### src/rtl/pulse_train_gen_pkg.sv
// rtl/pulse_train_gen_pkg.sv - shared state encoding and width helper for the pulse train generator
package pulse_train_gen_pkg;

  typedef enum logic [1:0] {
    ST_IDLE = 2'd0,
    ST_HIGH = 2'd1,
    ST_LOW  = 2'd2
  } state_t;

  function automatic int pt_max(input int a, input int b);
    return (a > b) ? a : b;
  endfunction

endpackage

### src/rtl/pulse_train_gen_phase_timer.sv
// rtl/pulse_train_gen_phase_timer.sv - loadable down-counter shared by the HIGH and LOW phases
module phase_timer #(
  parameter int TW = 3
) (
  input  logic          clk,
  input  logic          rst_n,
  input  logic          load,
  input  logic [TW-1:0] load_val,
  output logic          zero
);

  logic [TW-1:0] count;

  // Saturates at zero so an idle timer stays quiet without a separate enable.
  always_ff @(posedge clk) begin
    if (!rst_n) begin
      count <= '0;
    end else if (load) begin
      count <= load_val;
    end else if (count != '0) begin
      count <= count - TW'(1);
    end
  end

  assign zero = (count == '0);

endmodule

### src/rtl/pulse_train_gen.sv
// rtl/pulse_train_gen.sv - start-triggered train of NUM registered pulses with done strobe and abort
module pulse_train_gen
  import pulse_train_gen_pkg::*;
#(
  parameter int HIGH_CYCLES = 4,
  parameter int LOW_CYCLES  = 4,
  parameter int CNT_W       = 4
) (
  input  logic             clk,
  input  logic             rst_n,
  input  logic             start,
  input  logic [CNT_W-1:0] num,
  input  logic             abort,
  output logic             out,
  output logic             busy,
  output logic             done
);

  localparam int TW = $clog2(pt_max(HIGH_CYCLES, LOW_CYCLES)) + 1;
  localparam logic [TW-1:0] HIGH_LOAD = TW'(HIGH_CYCLES - 1);
  localparam logic [TW-1:0] LOW_LOAD  = TW'(LOW_CYCLES - 1);

  state_t           state;
  logic [CNT_W-1:0] remaining;
  logic             tmr_load;
  logic [TW-1:0]    tmr_load_val;
  logic             tmr_zero;
  logic             accept;
  logic             last_pulse;

  assign accept     = start && (num != '0);
  assign last_pulse = (remaining == CNT_W'(1));

  phase_timer #(.TW(TW)) u_timer (
    .clk      (clk),
    .rst_n    (rst_n),
    .load     (tmr_load),
    .load_val (tmr_load_val),
    .zero     (tmr_zero)
  );

  // Loading zero doubles as the timer clear on abort or a stray state.
  always_comb begin
    tmr_load     = 1'b0;
    tmr_load_val = '0;
    if (abort) begin
      tmr_load = 1'b1;
    end else begin
      case (state)
        ST_IDLE: if (accept) begin
          tmr_load     = 1'b1;
          tmr_load_val = HIGH_LOAD;
        end
        ST_HIGH: if (tmr_zero) begin
          tmr_load     = 1'b1;
          tmr_load_val = LOW_LOAD;
        end
        ST_LOW: if (tmr_zero && !last_pulse) begin
          tmr_load     = 1'b1;
          tmr_load_val = HIGH_LOAD;
        end
        default: tmr_load = 1'b1;
      endcase
    end
  end

  always_ff @(posedge clk) begin
    if (!rst_n || abort) begin
      state     <= ST_IDLE;
      remaining <= '0;
      out       <= 1'b0;
      busy      <= 1'b0;
      done      <= 1'b0;
    end else begin
      done <= 1'b0;
      case (state)
        ST_IDLE: begin
          if (accept) begin
            state     <= ST_HIGH;
            remaining <= num;
            out       <= 1'b1;
            busy      <= 1'b1;
          end else begin
            out  <= 1'b0;
            busy <= 1'b0;
          end
        end
        ST_HIGH: begin
          if (tmr_zero) begin
            state <= ST_LOW;
            out   <= 1'b0;
          end
        end
        ST_LOW: begin
          if (tmr_zero) begin
            if (last_pulse) begin
              state <= ST_IDLE;
              busy  <= 1'b0;
              done  <= 1'b1;
            end else begin
              state     <= ST_HIGH;
              remaining <= remaining - CNT_W'(1);
              out       <= 1'b1;
            end
          end
        end
        default: begin
          state <= ST_IDLE;
          out   <= 1'b0;
          busy  <= 1'b0;
        end
      endcase
    end
  end

endmodule

### config.mk
export PLATFORM = sky130hd
export DESIGN_NAME = pulse_train_gen
export DESIGN_NICKNAME = d
export VERILOG_FILES = /design/src/rtl/pulse_train_gen_pkg.sv /design/src/rtl/pulse_train_gen_phase_timer.sv /design/src/rtl/pulse_train_gen.sv
export SDC_FILE = /design/constraint.sdc
export NUM_CORES = 1
export LEC_CHECK = 0
export CORE_ASPECT_RATIO = 1.25
export CORE_UTILIZATION = 36
export DETAILED_ROUTE_END_ITERATION = 16
export PLACE_DENSITY = 0.57
export SETUP_SLACK_MARGIN = 0.2
export SLEW_MARGIN = 20
export SYNTH_ARGS = -nofsm -noshare
export SYNTH_HDL_FRONTEND = slang
export SYNTH_HIERARCHICAL = 1
export SYNTH_SLANG_ARGS = --single-unit
### constraint.sdc
create_clock -name clk -period 1.8 [get_ports clk]
set_clock_uncertainty 0.1 [all_clocks]
set_input_delay 0.27 -clock clk [delete_from_list [all_inputs] [get_ports clk]]
set_output_delay 0.27 -clock clk [all_outputs]
set_load 0.02 [all_outputs]
==> flow_summary.json, run 1 <==
{
  "rsz0062_at_grt": "yes",
  "ys.flop_type": "dfxtp_1",
  "critPathRequiredTime_ns": 1.88,
  "ant_nets": 0,
  "fin_area_um2": 1270,
  "slew_viol_final": 0,
  "drtIter0Drc": 11,
  "place_inst": 131,
  "num_io_pins": 11,
  "diodes": 0,
  "synth_area_um2": 790.8,
  "power_density_nw_per_um2": 622.0,
  "grt_max_degree": 10,
  "fillCellCount": 200,
  "dpl.hpwl_mm": 1.577,
  "cts_buffer_depth": 2,
  "violations": "negative setup slack",
  "fp.dieW_um": 43.92,
  "path_delay_family": "compound AO/OA/AOI/OAI gates",
  "area_growth_pct": 60.60,
  "fin_cells": 146,
  "yosysUniqueCellTypes": 36,
  "hold_path_class": "flip-flop to flip-flop",
  "finalPower_uw": 789.9,
  "cts_tree": "built",
  "synthArstFlopShare": 0,
  "seq_area_frac_synth": 0.3038,
  "routedWlPerCell_um": 14.01,
  "insertion_delay_ns": 0.28,
  "layout_setup_ws_ns": -0.01505,
  "fin_tns_setup_ns": -0.01505,
  "max_cap_viol_count": 0,
  "clockRootBuffer": "clkbuf_4",
  "grt_pass1_wl_mm": 3.546,
  "vias_per_cell": 5.322,
  "max_stage_delay_ns": 0.34,
  "grtUsageTotal": 0.2072,
  "startpoint_type": "flip-flop",
  "vias": 777,
  "critPathMaxFanout": 3,
  "cp_slowest_cell": "dfxtp_2",
  "first_pass_iters": 4,
  "start_util": 0.3901,
  "layout.nets": 139,
  "cts_sinks": 12,
  "routed_wirelength_mm": 2.045,
  "core_region_area_um2": 2027,
  "syn_avg_cell_area_um2": 8.786,
  "crit_chain": "inv_2, ha_4, or3b_4, a32oi_2, buf_4, a21oi_4, nor2b_4, a2111oi_4",
  "htreeDepth": 1,
  "finalCriticalPeriod_ns": 1.815,
  "antenna_found_initial": 0,
  "drc": 0,
  "synthCells": 90,
  "status": "complete, but fails checks",
  "hold_violations": 0,
  "die_area_um2": 2389,
  "fp-row-count": 18,
  "yosysWarnings": 6,
  "synth_edf_count": 0,
  "io_buffers": 10,
  "p_leak_nw": 0.5466,
  "synth-seq-cells": 12,
  "drive_above_1_share": 0.5238,
  "grt_overflow_total": 0,
  "path_class": "flip-flop to flip-flop",
  "ir_drop_uv": 484.1,
  "fin_crit_sh": 1.008,
  "path_buf_inv": 2,
  "cts_made_buffers": 3,
  "crit_path_end_kind": "flip-flop",
  "cts.clk_slew.worst_paths_ns": 0.09,
  "finalHoldWorstSlack_ns": 0.3837,
  "syn_nets": 102,
  "grt_pass1_vias": 790,
  "arrival_ns": 1.90,
  "die_h_um": 54.40,
  "ctsHoldBuffers": 0,
  "setup_violations": 1,
  "max_freq_mhz": 550.9,
  "placed_cell_area_um2": 1110,
  "gp_congestion": 0.7631
}
stage by stage:
stage          worst slack, ns    util
4_1_cts                0.02137  0.5796
5_1_grt               -0.07931  0.6265
6_report              -0.01505  0.6265
3_5_place_dp           -0.3924  0.5475
2_1_floorplan          0.06405       -
3_3_place_gp           -0.3569  0.5475
final timing paths:
path                     start                to  depth (start not counted)  slack [ns]
hold reg to reg            out               out                          2        0.38
setup reg to reg  remaining[1]  u_timer/count[0]                          8       -0.02
hold / removal             out               out                          2        0.38
setup / recovery  remaining[1]  u_timer/count[0]                          8       -0.02
report_power, final:
group / internal [mW] / total, mW / switching [mW]
Combinational: 0.153 / 0.273 / 0.120
Clock: 0.123 / 0.221 / 0.0982
Sequential: 0.280 / 0.296 / 0.0160
cell usage after synthesis (3+ instances only):
cell type  count  area [um^2]
a21oi_1        8        40.04
dfxtp_1       12        240.2
ha_1           4        50.05
inv_1          7        26.28
nand2_1        6        22.52
nand2b_1       3        18.77
nor2_1         4        15.01
nor2b_1        5        31.28
nor3b_1        3        22.52
what timing repair did:
item | 4_1_cts | 5_1_grt
endpoints found under the setup margin | 10 | 11
pin swaps | 10 | 6
buffers inserted | 2 | 9
resized for setup | 8 | 7
cells in the final DEF, fill, tap and decap left out, drive strengths merged, types with 4 or more instances in the layout:
master / instances
buf: 26
inv: 7
ha: 4
dfxtp: 12
a21oi: 10
dlygate4sd2: 4
nor2b: 7
nor2: 4
clkdlybuf4s50: 4
nand2: 6
clkbuf: 4
registers in the layout, indices dropped and copies added (netlist names):
signal         flops
busy               1
out                1
remaining          4
done               1
state              2
u_timer/count      3
worst min-delay path, delay by kind of cell, from the launching register on:
family             cells  cell delay (ns)
AOI/OAI and AO/OA      2             0.13
DFF                    1             0.31
metal layers:
metal | part of all wire | vias to the layer above | GRT usage
met3 | 0.025 | 4 | 0.04290
met1 | 0.36 | 371 | 0.1980
met5 | 0 | - | 0
met4 | 0.015 | 0 | 0.1061
li1 | - | 391 | -
met2 | 0.60 | 11 | 0.4129
kinds of logic after synthesis:
| logic type | share of synthesized area |
|---|---|
| simple gates | 0.2975 |
| other cells | 0.004742 |
| fa+ha+maj | 0.06329 |
| compound gates | 0.2500 |
| buf+inv | 0.08069 |
| flops | 0.3038 |
final cells by class:
cell class                      instances  area, um^2  area share
Timing Repair Buffer                   36       299.0      0.2355
Clock buffer                            4       36.28     0.02857
Sequential cell                        12       251.5      0.1980
Inverter                                7       31.28     0.02463
Tap cell                               20       25.02     0.01970
Multi-Input combinational cell         67       626.9      0.4936
(Power assumes the default switching activity.)
==> inputs of run 2 (changes only) <==
- SLEW_MARGIN: 20 -> 10
==> results of run 2 <==
The final DEF is identical to that of run 1; final timing and power are the same.
==> inputs of run 3 (changes only) <==
- DONT_BUFFER_PORTS: not set -> 1
- PLACE_DENSITY: 0.57 -> 0.5
==> flow_summary.json, run 3 (same netlist as run 1, synthesis figures left out) <==
{
  "status": "complete, but fails checks",
  "violations": "negative setup slack",
  "r2r_cells": 7,
  "ir_drop_uv": 410.6,
  "cts_buffer_depth": 2,
  "fp.dieW_um": 43.92,
  "diodes": 0,
  "grtUsageTotal": 0.1898,
  "r2r-start": "remaining[1]",
  "area_growth_pct": 49.21,
  "fillCellCount": 186,
  "die_area_um2": 2389,
  "utilization": 0.5821,
  "vias": 712,
  "hold_violations": 0,
  "layout.nets": 120,
  "rsz0062_at_grt": "yes",
  "critPathRequiredTime_ns": 1.89,
  "cts_sinks": 12,
  "die_h_um": 54.40,
  "slew_viol_final": 0,
  "first_pass_iters": 4,
  "fin_crit_sh": 1.009,
  "max_cap_viol_count": 0,
  "p_leak_nw": 0.4401,
  "power_density_nw_per_um2": 687.6,
  "layout_commonest_cell": "buf_4",
  "hold_start": "rst_n",
  "core_region_area_um2": 2027,
  "start_util": 0.3901,
  "clockRootBuffer": "clkbuf_4",
  "insertion_delay_ns": 0.29,
  "grt_overflow_total": 0,
  "top_register": "remaining",
  "setup_violations": 1,
  "crit_path_end_kind": "flip-flop",
  "htreeDepth": 1,
  "min_to": "u_timer/count[2]",
  "fin_cells": 127,
  "layout_setup_ws_ns": -0.01561,
  "drtIter0Drc": 10,
  "largest_reg_flops": 4,
  "hold_path_class": "input port to flip-flop",
  "fp-row-count": 18,
  "rrSetupSlack_ns": -0.02,
  "grt_max_degree": 10,
  "min_path_cells": 1,
  "path_class": "flip-flop to flip-flop",
  "layout_common_cells": "buf_4 (14), dfxtp_1 (8), nand2_1 (5), a21oi_1 (5)",
  "rr_endpoint": "u_timer/count[0]",
  "routedWlPerCell_um": 14.95,
  "finalCriticalPeriod_ns": 1.816,
  "cts.clk_slew.worst_paths_ns": 0.08,
  "ant_nets": 0,
  "drc": 0,
  "reg.largest.list": "remaining (4), u_timer/count (3), state (2)",
  "cts_tree": "built",
  "num_io_pins": 11,
  "grt_pass1_wl_mm": 3.194,
  "startpoint_type": "flip-flop",
  "drive_above_1_share": 0.5888,
  "max_freq_mhz": 550.8,
  "grt_pass1_vias": 708,
  "place_inst": 118,
  "vias_per_cell": 5.606,
  "dpl.hpwl_mm": 1.368,
  "routed_wirelength_mm": 1.899,
  "critPathMaxFanout": 8,
  "gp_congestion": 0.7417,
  "arrival_ns": 1.91,
  "cts_made_buffers": 3,
  "antenna_found_initial": 0,
  "io_buffers": 0
}
-- run 3: where the power goes --
part	switching (mW)	internal, mW	total, mW
sequential	0.0136	0.281	0.295
clock	0.107	0.123	0.230
combinational	0.131	0.156	0.287
-- run 3: repair_timing --
action | 4_1_cts | 5_1_grt
hold buffers | 0 | 0
buffers inserted | 2 | 3
resized for setup | 8 | 12
pin swaps | 11 | 9
endpoints found under the setup margin | 9 | 9
-- run 3: worst max-delay path, stage by stage, from the launching register on --
cell,delay [ns]
dfxtp_2,0.33
inv_2,0.06
ha_4,0.11
or3b_4,0.41
nand3_4,0.08
a31oi_4,0.15
nor2b_4,0.18
a2111oi_4,0.29
-- run 3: area by class of cell --
type                       count  area, um^2  area share
multi-input combinational     67       694.4      0.5885
sequential                    12       245.2      0.2078
timing repair buffer          17       147.6      0.1251
clock buffer                   4       36.28     0.03075
inverter                       7       31.28     0.02651
tap                           20       25.02     0.02121
-- run 3: how the worst max path moves through the flow --
| stage | startpoint | endpoint | depth (start not counted) |
|---|---|---|---|
| 2_1_floorplan | u_timer/count[1] | u_timer/count[0] | 10 |
| 3_3_place_gp | u_timer/count[0] | u_timer/count[1] | 9 |
| 3_5_place_dp | u_timer/count[1] | u_timer/count[1] | 9 |
| 4_1_cts | remaining[1] | u_timer/count[0] | 7 |
| 5_1_grt | remaining[1] | u_timer/count[0] | 7 |
| 6_report | remaining[1] | u_timer/count[0] | 7 |
-- run 3: metrics by stage --
stage               hold WS (ns)  worst slack [ns]  power (mW)  cell area (um^2)   TNS [ns]
finish                   0.02482          -0.01561      0.8113              1180   -0.01561
detailed placement        0.3445         -0.004653      0.5071             987.2  -0.004653
global route             0.01741          -0.07067      0.8523              1180    -0.1843
global placement          0.3448          0.002769      0.5064             987.2          0
floorplan                 0.3160           0.06405      0.4625             913.4          0
CTS                      0.03625           0.02450      0.7695              1089          0
-- run 3: metal layers --
layer / vias to the layer above / track usage / wire (um)
li1: 353 / - / -
met1: 336 / 0.1917 / 723
met2: 18 / 0.3607 / 1035
met3: 5 / 0.03960 / 95
met4: 0 / 0.1061 / 44
met5: - / 0 / 0
